`src/rtl/snd_comm_pkg.sv`:
```
// Shared types and constants for the 68000 <-> sound 6502 mailbox.
// Holds the NMI sequencer states, the empty-read byte and the occupancy width helper.
package snd_comm_pkg;

  typedef enum logic [1:0] {
    IDLE     = 2'd0,
    PULSE    = 2'd1,
    WAIT_ACK = 2'd2,
    HOLDOFF  = 2'd3
  } nmi_state_e;

  localparam logic [7:0] EMPTY_READ = 8'hFF;

  // Occupancy needs one bit more than the pointers so that "full" is representable.
  function automatic int cnt_w(input int depth);
    return $clog2(depth) + 1;
  endfunction

endpackage

```
`src/rtl/snd_cmd_fifo.sv`:
```
// Command byte FIFO with a registered head byte and a sticky drop flag.
// A pop frees a slot in the same cycle, so push+pop at full is accepted.
module snd_cmd_fifo
  import snd_comm_pkg::*;
#(
  parameter  int DEPTH = 4,
  localparam int CNT_W = cnt_w(DEPTH),
  localparam int PTR_W = $clog2(DEPTH)
) (
  input  logic             clk,
  input  logic             rst_n,
  input  logic             push,
  input  logic             pop,
  input  logic [7:0]       din,
  output logic [7:0]       head,
  output logic [CNT_W-1:0] count,
  output logic             overflow
);

  logic [7:0]       mem [DEPTH];
  logic [PTR_W-1:0] wr_ptr;
  logic [PTR_W-1:0] rd_ptr;
  logic             empty;
  logic             full;
  logic             pop_ok;
  logic             push_ok;
  logic [CNT_W-1:0] count_nxt;
  logic [7:0]       head_nxt;

  assign empty   = (count == '0);
  assign full    = (count == CNT_W'(DEPTH));
  assign pop_ok  = pop & ~empty;
  assign push_ok = push & (~full | pop_ok);

  always_comb begin
    count_nxt = count;
    case ({push_ok, pop_ok})
      2'b10:   count_nxt = count + CNT_W'(1);
      2'b01:   count_nxt = count - CNT_W'(1);
      default: count_nxt = count;
    endcase
  end

  // The head register tracks the byte the 6502 will read next, bypassing
  // the array when the incoming byte becomes the head in the same cycle.
  always_comb begin
    head_nxt = head;
    if (count_nxt == '0) begin
      head_nxt = EMPTY_READ;
    end else if (pop_ok) begin
      head_nxt = (count == CNT_W'(1)) ? din : mem[rd_ptr + PTR_W'(1)];
    end else if (push_ok && empty) begin
      head_nxt = din;
    end
  end

  always_ff @(posedge clk) begin
    if (push_ok) mem[wr_ptr] <= din;
  end

  always_ff @(posedge clk or negedge rst_n) begin
    if (!rst_n) begin
      wr_ptr   <= '0;
      rd_ptr   <= '0;
      count    <= '0;
      head     <= EMPTY_READ;
      overflow <= 1'b0;
    end else begin
      if (push_ok) wr_ptr <= wr_ptr + PTR_W'(1);
      if (pop_ok)  rd_ptr <= rd_ptr + PTR_W'(1);
      count <= count_nxt;
      head  <= head_nxt;
      if (push && full && !pop_ok) overflow <= 1'b1;
    end
  end

endmodule

```
`src/rtl/sound_comm_mailbox.sv`:
```
// 68000 <-> sound 6502 mailbox: command FIFO with paced NMI, response latch with IRQ,
// and the SNDBUF/68kBUF status bits for the coin/self-test port.
module sound_comm_mailbox
  import snd_comm_pkg::*;
#(
  parameter  int CMD_DEPTH   = 4,
  parameter  int NMI_WIDTH   = 2,
  parameter  int NMI_HOLDOFF = 8,
  localparam int CNT_W       = cnt_w(CMD_DEPTH)
) (
  input  logic             SC_2H,
  input  logic             SNDRST_b,
  input  logic [7:0]       m68k_din,
  input  logic             m68k_wr_b,
  input  logic             m68k_rd_b,
  output logic [7:0]       m68k_dout,
  output logic             m68k_irq_b,
  input  logic [7:0]       SDout,
  input  logic             WR68k_b,
  input  logic             RD68k_b,
  output logic [7:0]       SDin68k,
  output logic             SNDNMI_b,
  output logic             ctrl_SNDBUF,
  output logic             ctrl_68kBUF,
  output logic [CNT_W-1:0] cmd_count,
  output logic             cmd_overflow,
  output logic             resp_overrun
);

  localparam int TMR_MAX = (NMI_WIDTH > NMI_HOLDOFF) ? NMI_WIDTH : NMI_HOLDOFF;
  localparam int TMR_W   = $clog2(TMR_MAX + 1);

  logic m68k_wr_q, m68k_rd_q, wr68k_q, rd68k_q;
  logic push_ev, pop_ev, resp_wr_ev, resp_rd_ev, pop_ok;

  nmi_state_e       state, state_nxt;
  logic [TMR_W-1:0] tmr, tmr_nxt;
  logic             nmi_b_nxt;
  logic             popped, popped_nxt;

  // Strobe history: an event is the first cycle a strobe is seen low.
  always_ff @(posedge SC_2H or negedge SNDRST_b) begin
    if (!SNDRST_b) begin
      m68k_wr_q <= 1'b1;
      m68k_rd_q <= 1'b1;
      wr68k_q   <= 1'b1;
      rd68k_q   <= 1'b1;
    end else begin
      m68k_wr_q <= m68k_wr_b;
      m68k_rd_q <= m68k_rd_b;
      wr68k_q   <= WR68k_b;
      rd68k_q   <= RD68k_b;
    end
  end

  assign push_ev    = m68k_wr_q & ~m68k_wr_b;
  assign pop_ev     = rd68k_q & ~RD68k_b;
  assign resp_wr_ev = wr68k_q & ~WR68k_b;
  assign resp_rd_ev = m68k_rd_q & ~m68k_rd_b;
  assign pop_ok     = pop_ev & (cmd_count != '0);

  snd_cmd_fifo #(.DEPTH(CMD_DEPTH)) u_cmd_fifo (
    .clk      (SC_2H),
    .rst_n    (SNDRST_b),
    .push     (push_ev),
    .pop      (pop_ev),
    .din      (m68k_din),
    .head     (SDin68k),
    .count    (cmd_count),
    .overflow (cmd_overflow)
  );

  assign ctrl_SNDBUF = (cmd_count != '0);

  // Response latch: a 6502 write beats a coincident 68000 read.
  always_ff @(posedge SC_2H or negedge SNDRST_b) begin
    if (!SNDRST_b) begin
      m68k_dout    <= 8'h00;
      ctrl_68kBUF  <= 1'b0;
      m68k_irq_b   <= 1'b1;
      resp_overrun <= 1'b0;
    end else if (resp_wr_ev) begin
      m68k_dout   <= SDout;
      ctrl_68kBUF <= 1'b1;
      m68k_irq_b  <= 1'b0;
      if (ctrl_68kBUF && !resp_rd_ev) resp_overrun <= 1'b1;
    end else if (resp_rd_ev) begin
      ctrl_68kBUF <= 1'b0;
      m68k_irq_b  <= 1'b1;
    end
  end

  always_ff @(posedge SC_2H or negedge SNDRST_b) begin
    if (!SNDRST_b) begin
      state    <= IDLE;
      tmr      <= '0;
      SNDNMI_b <= 1'b1;
      popped   <= 1'b0;
    end else begin
      state    <= state_nxt;
      tmr      <= tmr_nxt;
      SNDNMI_b <= nmi_b_nxt;
      popped   <= popped_nxt;
    end
  end

  // A pop landing during the pulse is remembered so the pulse still completes
  // before the hold-off starts.
  always_comb begin
    state_nxt  = state;
    tmr_nxt    = tmr;
    nmi_b_nxt  = SNDNMI_b;
    popped_nxt = popped;
    case (state)
      IDLE: begin
        if (cmd_count != '0) begin
          state_nxt  = PULSE;
          nmi_b_nxt  = 1'b0;
          tmr_nxt    = '0;
          popped_nxt = 1'b0;
        end
      end
      PULSE: begin
        if (pop_ok) popped_nxt = 1'b1;
        if (tmr == TMR_W'(NMI_WIDTH - 1)) begin
          nmi_b_nxt = 1'b1;
          tmr_nxt   = '0;
          state_nxt = (popped || pop_ok) ? HOLDOFF : WAIT_ACK;
        end else begin
          tmr_nxt = tmr + TMR_W'(1);
        end
      end
      WAIT_ACK: begin
        if (pop_ok) begin
          state_nxt = HOLDOFF;
          tmr_nxt   = '0;
        end else if (cmd_count == '0) begin
          state_nxt = IDLE;
        end
      end
      HOLDOFF: begin
        if (tmr == TMR_W'(NMI_HOLDOFF - 1)) begin
          state_nxt = IDLE;
          tmr_nxt   = '0;
        end else begin
          tmr_nxt = tmr + TMR_W'(1);
        end
      end
      default: state_nxt = IDLE;
    endcase
  end

endmodule

```
`config.mk`:
```
export PLATFORM = sky130hd
export DESIGN_NAME = sound_comm_mailbox
export DESIGN_NICKNAME = d
export VERILOG_FILES = /design/src/rtl/snd_comm_pkg.sv /design/src/rtl/snd_cmd_fifo.sv /design/src/rtl/sound_comm_mailbox.sv
export SDC_FILE = /design/constraint.sdc
export NUM_CORES = 1
export LEC_CHECK = 0
export CAP_MARGIN = 15
export CELL_PAD_IN_SITES_DETAIL_PLACEMENT = 1
export CELL_PAD_IN_SITES_GLOBAL_PLACEMENT = 2
export CORE_MARGIN = 3
export CORE_UTILIZATION = 37
export CTS_BUF_LIST = sky130_fd_sc_hd__clkbuf_8 sky130_fd_sc_hd__clkbuf_16
export CTS_CLUSTER_SIZE = 14
export DETAILED_ROUTE_END_ITERATION = 8
export PLACE_DENSITY = 0.77
export SLEW_MARGIN = 20
export SYNTH_ARGS = -nofsm -noshare
export SYNTH_HDL_FRONTEND = slang
export SYNTH_SLANG_ARGS = --single-unit
```
`constraint.sdc`:
```
create_clock -name SC_2H -period 2.73 [get_ports SC_2H]
set_clock_uncertainty 0.05 [all_clocks]
set_input_delay 0.4095 -clock SC_2H [delete_from_list [all_inputs] [get_ports SC_2H]]
set_output_delay 0.4095 -clock SC_2H [all_outputs]
set_load 0.02 [all_outputs]
```
==> impl_metrics.env <==
export IMPL_outcome="completed"
export IMPL_ys_seq_elements=71
export IMPL_syn_inst=239
export IMPL_synth_seq_area_share_pct=62.4
export IMPL_clock_latency_ns=0.35
export IMPL_start_util_pct=39.3
export IMPL_dp_hpwl_um=4870
export IMPL_numPortBuffers=46
export IMPL_dieArea_um2=9600
export IMPL_die_h_um=98
export IMPL_synth_fp_nets=271
export IMPL_final_util_pct=49.6
export IMPL_synth_top_area_share_pct=30.7
export IMPL_finalHoldViolCount=0
export IMPL_post_route_min_period_ns=2.53
export IMPL_areaGrowthSynthToFinish_pct=26.1
export IMPL_tritoncts="built"
export IMPL_grt_max_degree=40
export IMPL_wl_um=6820
export IMPL_cts_max_level=3
export IMPL_ant_nets=0
export IMPL_min_path_type="primary input to asynchronous set/reset pin"
export IMPL_crit_type="flip-flop to output port"
export IMPL_end_kind="output port"
export IMPL_io_pins=47
export IMPL_synth_area_um2=3130
export IMPL_die_w_um=98
export IMPL_final_area_um2=3950
export IMPL_ir_worst_vdd_v=0.000367
export IMPL_final_setup_tns_ns=0
export IMPL_crit_arrival_ns=2.07
export IMPL_rows=32
export IMPL_fin_crit_sh_pct=92.6
export IMPL_p_leak_nw=1.54
export IMPL_maxCapViolCount=0
export IMPL_clockBufferDepth=2
export IMPL_wl_per_cell_um=16.8
export IMPL_first_global_vias=2207
export IMPL_via_count=2002
export IMPL_powerDensity_nw_per_um2=977
export IMPL_grtUsageTotal_pct=15.4
export IMPL_multi_input_area_um2=1100
export IMPL_drtIter0Drc=78
export IMPL_synth_edf_count=32
export IMPL_worstPathRequired_ns=2.27
export IMPL_worstMarginPinSlew_ns=0.893
export IMPL_synthArstFlopShare_pct=54.9
export IMPL_ys_types=50
export IMPL_grt_pass1_wl_um=11600
export IMPL_fmax_mhz=396
export IMPL_via_per_inst=4.94
export IMPL_worstSetupStartpointType="flip-flop"
export IMPL_cts_root_buf="clkbuf_8"
export IMPL_crit_fanout=8
export IMPL_nets=330
export IMPL_rsz0062_at_grt="no"
export IMPL_ys_flop_type="edfxtp_1"
export IMPL_grt_overflow_total=0
export IMPL_postSynthAreaPerCell_um2=13.1
export IMPL_clkSinkCount=71
export IMPL_core_um2=7970
export IMPL_place_congestion=0.684
export IMPL_relSlewSlack_pct=40.5
export IMPL_n_antenna_cell=0
export IMPL_antenna_found_initial=0
export IMPL_drt_pass1_iterations=4
export IMPL_cts_buffers=9
export IMPL_setup_violations=0
export IMPL_yosys_top_cells_area="edfxtp_1, dfrtp_1, dfstp_2"
export IMPL_ys_warn_count=0
export IMPL_fillCellCount=821
export IMPL_clk_pin_slew_ns=0.09
export IMPL_drive_above_1_share_pct=21.8
export IMPL_yosysTopAreaCell="edfxtp_1"
export IMPL_dpl_cell_area_um2=3730
export IMPL_drc_errors=0
export IMPL_report_final_slew_viol_count=0
export IMPL_seq_area_um2=1950
-- path summary, 6_finish.rpt --
kind / startpoint / end / slack, ns / cells after the start
max in group asynchronous: SNDRST_b / u_cmd_fifo.wr_ptr[1]$_DFFE_PN0P_ / 1.93 / 1
min in group SC_2H: u_cmd_fifo.overflow$_DFFE_PN0P_ / u_cmd_fifo.overflow$_DFFE_PN0P_ / 0.41 / 1
worst min-delay path: SNDRST_b / u_cmd_fifo.count[1]$_DFF_PN0_ / 0.14 / 1
worst max-delay path: u_cmd_fifo.count[0]$_DFF_PN0_ / ctrl_SNDBUF / 0.20 / 5
worst min register to register: u_cmd_fifo.overflow$_DFFE_PN0P_ / u_cmd_fifo.overflow$_DFFE_PN0P_ / 0.41 / 1
worst max register to register: u_cmd_fifo.count[0]$_DFF_PN0_ / u_cmd_fifo.head[4]$_DFFE_PN1P_ / 0.52 / 8
-- state kept, by name, indices dropped and copies added (netlist names), 2 cells and up --
name and count:
u_cmd_fifo.wr_ptr 2, m68k_dout 8, u_cmd_fifo.mem 32, state 2, u_cmd_fifo.count 3, u_cmd_fifo.head 8
u_cmd_fifo.rd_ptr 2, tmr 4
-- cells in the final DEF (no fill, tap or decap), types with 2 or more instances in the layout --
| master | instances |
|---|---|
| o21ai_1 | 4 |
| nor2b_1 | 9 |
| ha_1 | 10 |
| a21oi_1 | 4 |
| inv_6 | 3 |
| nand2b_1 | 2 |
| o211ai_1 | 2 |
| dfrtp_1 | 25 |
| clkdlybuf4s50_1 | 45 |
| mux4_2 | 8 |
| xor2_1 | 2 |
| a211oi_1 | 5 |
| inv_1 | 8 |
| o22ai_1 | 2 |
| dfstp_2 | 14 |
| o21ai_0 | 7 |
| nand3_1 | 3 |
| and2_1 | 6 |
| nor2_1 | 15 |
| xnor2_1 | 3 |
| o21ai_2 | 7 |
| clkbuf_8 | 9 |
| edfxtp_1 | 32 |
| buf_4 | 10 |
| nand2_1 | 37 |
-- timing repair --
action / 4_1_cts / 5_1_grt
gates resized for setup: 1 / 0
hold buffers: 0 / 0
buffers inserted: 0 / 2
endpoints found under the setup margin: 1 / 1
-- synth_stat cells (2+ instances only) --
library cell	number
o22ai_1	2
xnor2_1	3
and2_1	6
nand2_1	37
ha_1	10
dfrtp_1	25
inv_1	8
buf_6	2
a211oi_1	5
o21ai_1	4
o211ai_1	2
xor2_1	2
clkbuf_1	5
dfstp_2	14
nor2_1	15
nand3_1	3
nand2b_1	2
a21oi_1	4
mux4_2	8
o21ai_2	7
nor2b_1	9
edfxtp_1	32
o21ai_0	7
-- critical path: stages (launching register included) --
cell	delay (ns)
dfrtp_1	0.50
inv_1	0.10
ha_1	0.26
nor2b_4	0.16
inv_2	0.09
clkdlybuf4s50_1	0.60
-- report_power, final --
part	switching (W)	internal, W
combinational	0.000671	0.000689
clock	0.000439	0.000432
sequential	0.000232	0.00140
total	0.00134	0.00252
-- area by class of cell --
class	count	share of cell area, %
inverters	9	0.855
multi-input cells	151	27.9
repair buffers	56	13.4
clock inverters	7	1.96
flip-flops and latches	71	49.5
clock buffers	9	3.14
well taps	102	3.23
-- logic make-up (layout without fill, tap and decap cells) --
| logic type | count (synthesis) | count (layout) | synth area share [%] |
|---|---|---|---|
| AND/OR/NAND/NOR | 83 | 83 | 13.2 |
| flip-flops | 71 | 71 | 62.4 |
| AO/OA/AOI/OAI | 43 | 43 | 9.95 |
| buffers and inverters | 17 | 81 | 2.56 |
| adder cells (fa/ha/maj) | 11 | 11 | 4.31 |
| multiplexers | 9 | 9 | 6.19 |
| XOR/XNOR | 5 | 5 | 1.40 |
-- layer usage --
layer  GRT usage (%)  part of all wire (%)  wire length, um  vias to the layer above
li1                -                     -                -                      964
met1            21.9                    49             3350                      991
met2            23.6                    45             3100                       37
met3            2.93                   3.7              250                       10
met4            5.75                   1.7              118                        0
met5               0                     0                0                        -
-- stage by stage --
step           worst slack [ns]  hold slack, ns  power [W]  cells
2_1_floorplan             0.516          0.0639    0.00250    239
3_3_place_gp              0.355           0.397    0.00297    387
3_5_place_dp              0.325           0.394    0.00302    387
4_1_cts                   0.108           0.174    0.00390    403
6_report                  0.202           0.136    0.00386    405
5_1_grt                  0.0793           0.213    0.00414    405
No activity file was read; power rests on OpenSTA's default activity.
